<file path="config.mk">
export PLATFORM = sky130hd
export DESIGN_NAME = addsub_div_ctrl
export DESIGN_NICKNAME = d
export VERILOG_FILES = /design/src/rtl/addsub_div_ctrl.sv
export SDC_FILE = /design/constraint.sdc
export NUM_CORES = 1
export LEC_CHECK = 0
export BUFFER_PORTS_ARGS = -buffer_cell sky130_fd_sc_hd__buf_2
export CAP_MARGIN = 20
export CORE_MARGIN = 1
export CORE_UTILIZATION = 54
export DETAILED_ROUTE_END_ITERATION = 12
export PLACE_DENSITY = 0.77
export SETUP_SLACK_MARGIN = 0.4
export SYNTH_ARGS = -nofsm -noshare
export SYNTH_HDL_FRONTEND = slang
export SYNTH_SLANG_ARGS = --single-unit
</file>
<file path="constraint.sdc">
create_clock -name clk -period 2.4 [get_ports clk]
set_clock_uncertainty 0.1 [all_clocks]
set_input_delay 0.48 -clock clk [delete_from_list [all_inputs] [get_ports clk]]
set_output_delay 0.48 -clock clk [all_outputs]
set_load 0.03 [all_outputs]
</file>
<file path="src/rtl/addsub_div_ctrl.sv">
// Sequential unsigned 4-bit restoring divider built around a single shared add/subtract unit.
// A zero divisor skips the iteration loop and reports quotient=4'hF, remainder=dividend.

module addsub_4bit (
    input  logic [3:0] a,
    input  logic [3:0] b,
    input  logic       d,
    output logic [3:0] s,
    output logic       c_out
);
    logic [4:0] sum;

    // With d=1 this computes b + ~a + 1 = b - a; the carry out means no borrow (b >= a).
    assign sum   = {1'b0, b} + {1'b0, a ^ {4{d}}} + {4'b0000, d};
    assign s     = sum[3:0];
    assign c_out = sum[4];
endmodule

module addsub_div_ctrl (
    input  logic       clk,
    input  logic       rst,
    input  logic       start,
    input  logic [3:0] dividend,
    input  logic [3:0] divisor,
    output logic       busy,
    output logic       done,
    output logic [3:0] quotient,
    output logic [3:0] remainder,
    output logic       div_by_zero
);
    typedef enum logic [1:0] {StIdle, StRun, StDone} state_t;

    state_t     state_q;
    logic [3:0] r_q;
    logic [3:0] q_q;
    logic [3:0] dv_q;
    logic [1:0] cnt_q;

    logic       m;
    logic [3:0] rs;
    logic [3:0] diff;
    logic       no_borrow;
    logic       ok;
    logic [3:0] r_next;
    logic [3:0] q_next;

    // m is the bit shifted out of R; when set, the true partial remainder is >= 16 > Dv,
    // so the 4-bit wrapped difference is still the correct new remainder.
    assign m      = r_q[3];
    assign rs     = {r_q[2:0], q_q[3]};
    assign ok     = m | no_borrow;
    assign r_next = ok ? diff : rs;
    assign q_next = {q_q[2:0], ok};
    assign busy   = (state_q != StIdle);

    addsub_4bit u_addsub (
        .a     (dv_q),
        .b     (rs),
        .d     (1'b1),
        .s     (diff),
        .c_out (no_borrow)
    );

    always_ff @(posedge clk or posedge rst) begin
        if (rst) begin
            state_q     <= StIdle;
            r_q         <= 4'd0;
            q_q         <= 4'd0;
            dv_q        <= 4'd0;
            cnt_q       <= 2'd0;
            done        <= 1'b0;
            quotient    <= 4'd0;
            remainder   <= 4'd0;
            div_by_zero <= 1'b0;
        end else begin
            unique case (state_q)
                StIdle: begin
                    done <= 1'b0;
                    if (start) begin
                        if (divisor != 4'd0) begin
                            r_q     <= 4'd0;
                            q_q     <= dividend;
                            dv_q    <= divisor;
                            cnt_q   <= 2'd0;
                            state_q <= StRun;
                        end else begin
                            quotient    <= 4'hF;
                            remainder   <= dividend;
                            div_by_zero <= 1'b1;
                            done        <= 1'b1;
                            state_q     <= StDone;
                        end
                    end
                end
                StRun: begin
                    r_q   <= r_next;
                    q_q   <= q_next;
                    cnt_q <= cnt_q + 2'd1;
                    if (cnt_q == 2'd3) begin
                        quotient    <= q_next;
                        remainder   <= r_next;
                        div_by_zero <= 1'b0;
                        done        <= 1'b1;
                        state_q     <= StDone;
                    end
                end
                StDone: begin
                    done    <= 1'b0;
                    state_q <= StIdle;
                end
                default: begin
                    done    <= 1'b0;
                    state_q <= StIdle;
                end
            endcase
        end
    end
endmodule

</file>
==> results.yml, run 1 <==
status:
  status: "completed"
grt:
  antenna_found_initial: 0
  grt_pass1_vias: 1045
  grt_pass1_wl_um: 4640
  grt_overflow: 0
  track_usage_pct: 24.6
  grt_max_degree: 27
critical_path:
  path_buf_inv: 1
  worstPathRequired_ps: 2540
  worstSetupEndpointType: "register"
  arrival_ps: 2160
  path_max_fanout: 4
  crit_chain: "inv_2 -> ha_4 -> fa_2 -> nand3b_1 -> nand2_2 -> mux2i_2 -> o211ai_1 -> o21a_1"
  cp_slowest_cell: "dfrtp_1"
  crit_path_max_incr_delay_ps: 410
  crit_path_start_kind: "register"
  cpLargestDelayFamily: "adder cells"
  critical_path_class: "register to register"
final_layout:
  seq_area_um2: 651
  finalCoreUtilization_pct: 71.2
  nets: 168
  antenna-diode-count: 0
  layout-drive-gt1-share_pct: 40.0
  area_growth_pct: 23.9
  multi_input_area_um2: 618
  finalNonFillerCells: 178
  num-fill-cells: 160
timing:
  rsz0062_at_grt: "yes"
  worst_pin_slew_ps: 603
  fin_crit_sh_pct: 84.4
  slew_viol_final: 0
  hold_violations: 0
  period_needed_ps: 2030
  fin_ws_ps: 374
  fin_tns_setup_ps: 0
  worst_slew_margin_rel_pct: 59.6
  setup_violations: 0
  max_freq_mhz: 493
yosys:
  syn_avg_cell_area_um2: 10.6
  yosys.area.top_type: "dfrtp_1"
  ys_ff_latch: 26
  syn_inst: 120
  syn-cell-area_um2: 1270
  synth_common_cells: "dfrtp_1, nand2_1, nor2_1"
  synth_edf_count: 0
  synth_top_flop_cell: "dfrtp_1"
  synth.top_cells.by_area: "dfrtp_1, ha_1, nand2_1"
  synth_nets: 137
  ys_types: 36
  async_reset_ff_share_pct: 100
  yosysMostFrequentCell: "dfrtp_1"
  yosys_warnings: 0
  synth_top_area_share_pct: 51.2
  yosysSeqAreaShare_pct: 51.2
floorplan:
  dieArea_um2: 2550
  fp-row-count: 17
  io_pins: 22
  start_util_pct: 57.5
  core-area_um2: 2210
  die_x_um: 50.5
  die_h_um: 50.5
placement:
  port-buffer-count: 21
  dp_hpwl_um: 2020
  routabilityCongestion: 0.833
  place_inst: 171
  dp_worst_setup_slack_ps: 113
drt:
  drc_errors: 0
  vias_per_cell: 5.80
  drtIter0Drc: 20
  ant_nets: 0
  wirelength_um: 2770
  via_count: 1032
  drt-wirelength-per-cell_um: 15.6
  drt-pass1-iter-count: 4
clock_network:
  max-clock-path-buffers: 2
  root_buffer: "clkbuf_4"
  cts.htree.levels: 1
  cts_inserted_buffers: 3
  postCtsHoldBufs: 0
  clk_pin_slew_worst_paths_ps: 140
  cts_tree: "yes"
  cts_sinks: 26
  insertion_delay_ps: 320
flow_run:
  drv_cap: 0
min_path:
  hold_class: "input pin to asynchronous set/reset pin"
placed cells by master (no fill, tap or decap), types with 2 or more instances in the layout:
| cell type | instances |
|---|---|
| o22ai_1 | 2 |
| nand2b_1 | 2 |
| dfrtp_1 | 26 |
| nand3_1 | 2 |
| a21oi_1 | 3 |
| buf_2 | 21 |
| nand2_1 | 11 |
| o22a_2 | 3 |
| o21a_1 | 2 |
| o21ai_0 | 4 |
| inv_1 | 9 |
| a31oi_1 | 3 |
| nor2_2 | 2 |
| nor2_1 | 11 |
| o31ai_1 | 2 |
| o211ai_1 | 2 |
| clkbuf_4 | 3 |
| mux2_2 | 4 |
| buf_4 | 6 |
| ha_1 | 4 |
| a21oi_2 | 3 |
worst reg2reg max path, stage by stage, from the launching register on:
cell	delay [ps]
dfrtp_1	410
inv_2	60
ha_4	160
fa_2	350
nand3b_1	200
nand2_2	130
mux2i_2	280
o211ai_1	130
o21a_1	120
cell families after synthesis:
logic type	after synthesis	synth area share (%)
AOI/OAI and AO/OA	33	19.2
and+or+nand+nor	35	13.0
muxes	5	4.33
DFF	26	51.2
adders and majority gates	6	6.50
xor gates and xnor gates	2	1.38
buffers and inverters	13	4.43
final timing paths:
path	start	to	slack, ps	cells after the start
setup / recovery	q_q[3]	remainder[2]	370	8
min in group clk	divisor[1]	dv_q[1]	300	2
setup reg to reg	q_q[3]	remainder[2]	370	8
hold / removal	rst	quotient[3]	70	3
hold reg to reg	cnt_q[0]	cnt_q[0]	400	1
max in group asynchronous	rst	dv_q[1]	1870	3
layout make-up:
type	count	share of cell area [%]
clock buffer	3	1.43
clock inverter	1	1.91
inverter	10	2.38
multi-input combinational	81	39.2
sequential	26	41.3
tap	28	2.22
timing repair buffer	29	11.5
layer usage:
layer,vias up,part of all wire (%),GRT usage (%)
li1,482,-,-
met1,517,44,32.5
met5,-,0,0
met4,0,2.5,11.1
met3,8,2.8,3.03
met2,25,51,40.4
timing repair:
item / 4_1_cts / 5_1_grt
setup buffers: 2 / 1
setup endpoints to repair: 7 / 9
pin swaps: 0 / 8
gates resized for setup: 5 / 11
flip-flops by register name (all words and copies together) (netlist names):
register     flops
done             1
q_q              4
state_q          2
dv_q             4
div_by_zero      1
quotient         4
remainder        4
cnt_q            2
r_q              4
stage by stage:
stage / hold WS (ps) / instance area (um2)
after global routing: 100 / 1580
after detailed placement: 370 / 1440
after global placement: 358 / 1440
final: 72.9 / 1580
after CTS: 83.4 / 1530
after floorplan: 346 / 1270
Power of run 1 is not shown: default switching activity piles up to over one toggle a cycle in this logic, so the estimate is an artifact.
==> inputs of run 2 (changes only) <==
Clock period 2.4 ns to 2 ns, I/O delays scaled along.
==> results.yml, run 2 (synthesis results as in run 1) <==
final_layout:
  seq_area_um2: 652
  layout-drive-gt1-share_pct: 48.4
  num-fill-cells: 158
  finalCoreUtilization_pct: 74.6
  multi_input_area_um2: 651
  area_growth_pct: 29.8
  nets: 175
  antenna-diode-count: 0
  final_cell_mix: "dfrtp_1, buf_2, buf_4, nand2_1"
  final_common_cell: "dfrtp_1"
grt:
  grt_max_degree: 27
  antenna_found_initial: 0
  grt_overflow: 0
  track_usage_pct: 24.5
  grt_pass1_vias: 1016
  grt_pass1_wl_um: 4570
critical_path:
  reg2reg_from: "dv_q[0]"
  crit_path_start_kind: "register"
  worstSetupEndpointType: "register"
  path_max_fanout: 2
  r2r_slack_ps: 40
  arrival_ps: 2090
  worstPathRequired_ps: 2130
  critical_path_class: "register to register"
  reg2regPathDepth: 7
  r2r-end: "remainder[2]"
timing:
  worst_pin_slew_ps: 400
  hold_violations: 1
  rsz0062_at_grt: "yes"
  setup_violations: 0
  fin_crit_sh_pct: 98.1
  period_needed_ps: 1960
  worst_slew_margin_rel_pct: 73.3
  max_freq_mhz: 509
  hold_ws_ps: -0.602
  slew_viol_final: 0
floorplan:
  core-area_um2: 2210
  fp-row-count: 17
  io_pins: 22
  dieArea_um2: 2550
  start_util_pct: 57.5
  die_h_um: 50.5
  die_x_um: 50.5
status:
  violations: "hold timing"
  status: "finished, violations left"
placement:
  dp_hpwl_um: 1980
  port-buffer-count: 21
  routabilityCongestion: 0.781
clock_network:
  insertion_delay_ps: 330
  postCtsHoldBufs: 0
  cts_sinks: 26
  max-clock-path-buffers: 2
  root_buffer: "clkbuf_4"
  clk_pin_slew_worst_paths_ps: 140
  cts_tree: "yes"
  cts.htree.levels: 1
  cts_inserted_buffers: 3
drt:
  via_count: 1055
  drc_errors: 0
  drtIter0Drc: 22
  drt-wirelength-per-cell_um: 15.9
  ant_nets: 0
  vias_per_cell: 5.70
  drt-pass1-iter-count: 4
  wirelength_um: 2950
flow_run:
  drv_cap: 0
min_path:
  hold_class: "input pin to asynchronous set/reset pin"
-- run 2: timing repair --
item | 4_1_cts | 5_1_grt
buffers inserted | 5 | 2
gates cloned | 0 | 1
hold endpoints to repair | 0 | 0
resized for setup | 9 | 15
endpoints found under the setup margin | 21 | 21
pin swaps | 7 | 6
-- run 2: how the worst max path moves through the flow --
stage,start,end,slack [ps]
after floorplan,divisor[3],remainder[0],-4
after global placement,divisor[3],quotient[0],-90
after detailed placement,divisor[3],remainder[0],-130
after CTS,dv_q[0],remainder[2],60
after global routing,dv_q[0],remainder[2],-40
final,dv_q[0],remainder[2],40
-- run 2: stage by stage --
stage          std cells  setup slack (ps)  hold slack (ps)  area [um2]  TNS [ps]
6_report             185              37.1           -0.602        1650         0
3_3_place_gp         173             -93.6              359        1460      -671
2_1_floorplan        120             -3.98              340        1290     -3.98
3_5_place_dp         173              -132              369        1460      -986
4_1_cts              182              59.8            0.834        1570         0
5_1_grt              185             -38.6             38.2        1650     -56.6
-- run 2: per-layer routing --
layer / wire length, um / track usage (%)
met3: 116 / 4.55
met2: 1470 / 39.3
met5: 0 / 0
met4: 22 / 8.33
met1: 1340 / 33.4
-- run 2: layout make-up --
| type | instances | share of cell area [%] |
|---|---|---|
| tap | 28 | 2.12 |
| timing repair buffer | 36 | 14.5 |
| clock buffer | 4 | 2.20 |
| sequential | 26 | 39.5 |
| inverter | 10 | 2.27 |
| multi-input combinational | 81 | 39.4 |
-- run 2: worst max-delay path, cell delays in order (launching register included) --
cell and delay (ps):
dfrtp_1 440, ha_4 170, fa_2 340, nand3b_1 200, nand2_2 120, mux2i_2 270, o211ai_1 120, o21a_1 120
Power of run 2 is left out for the same reason.
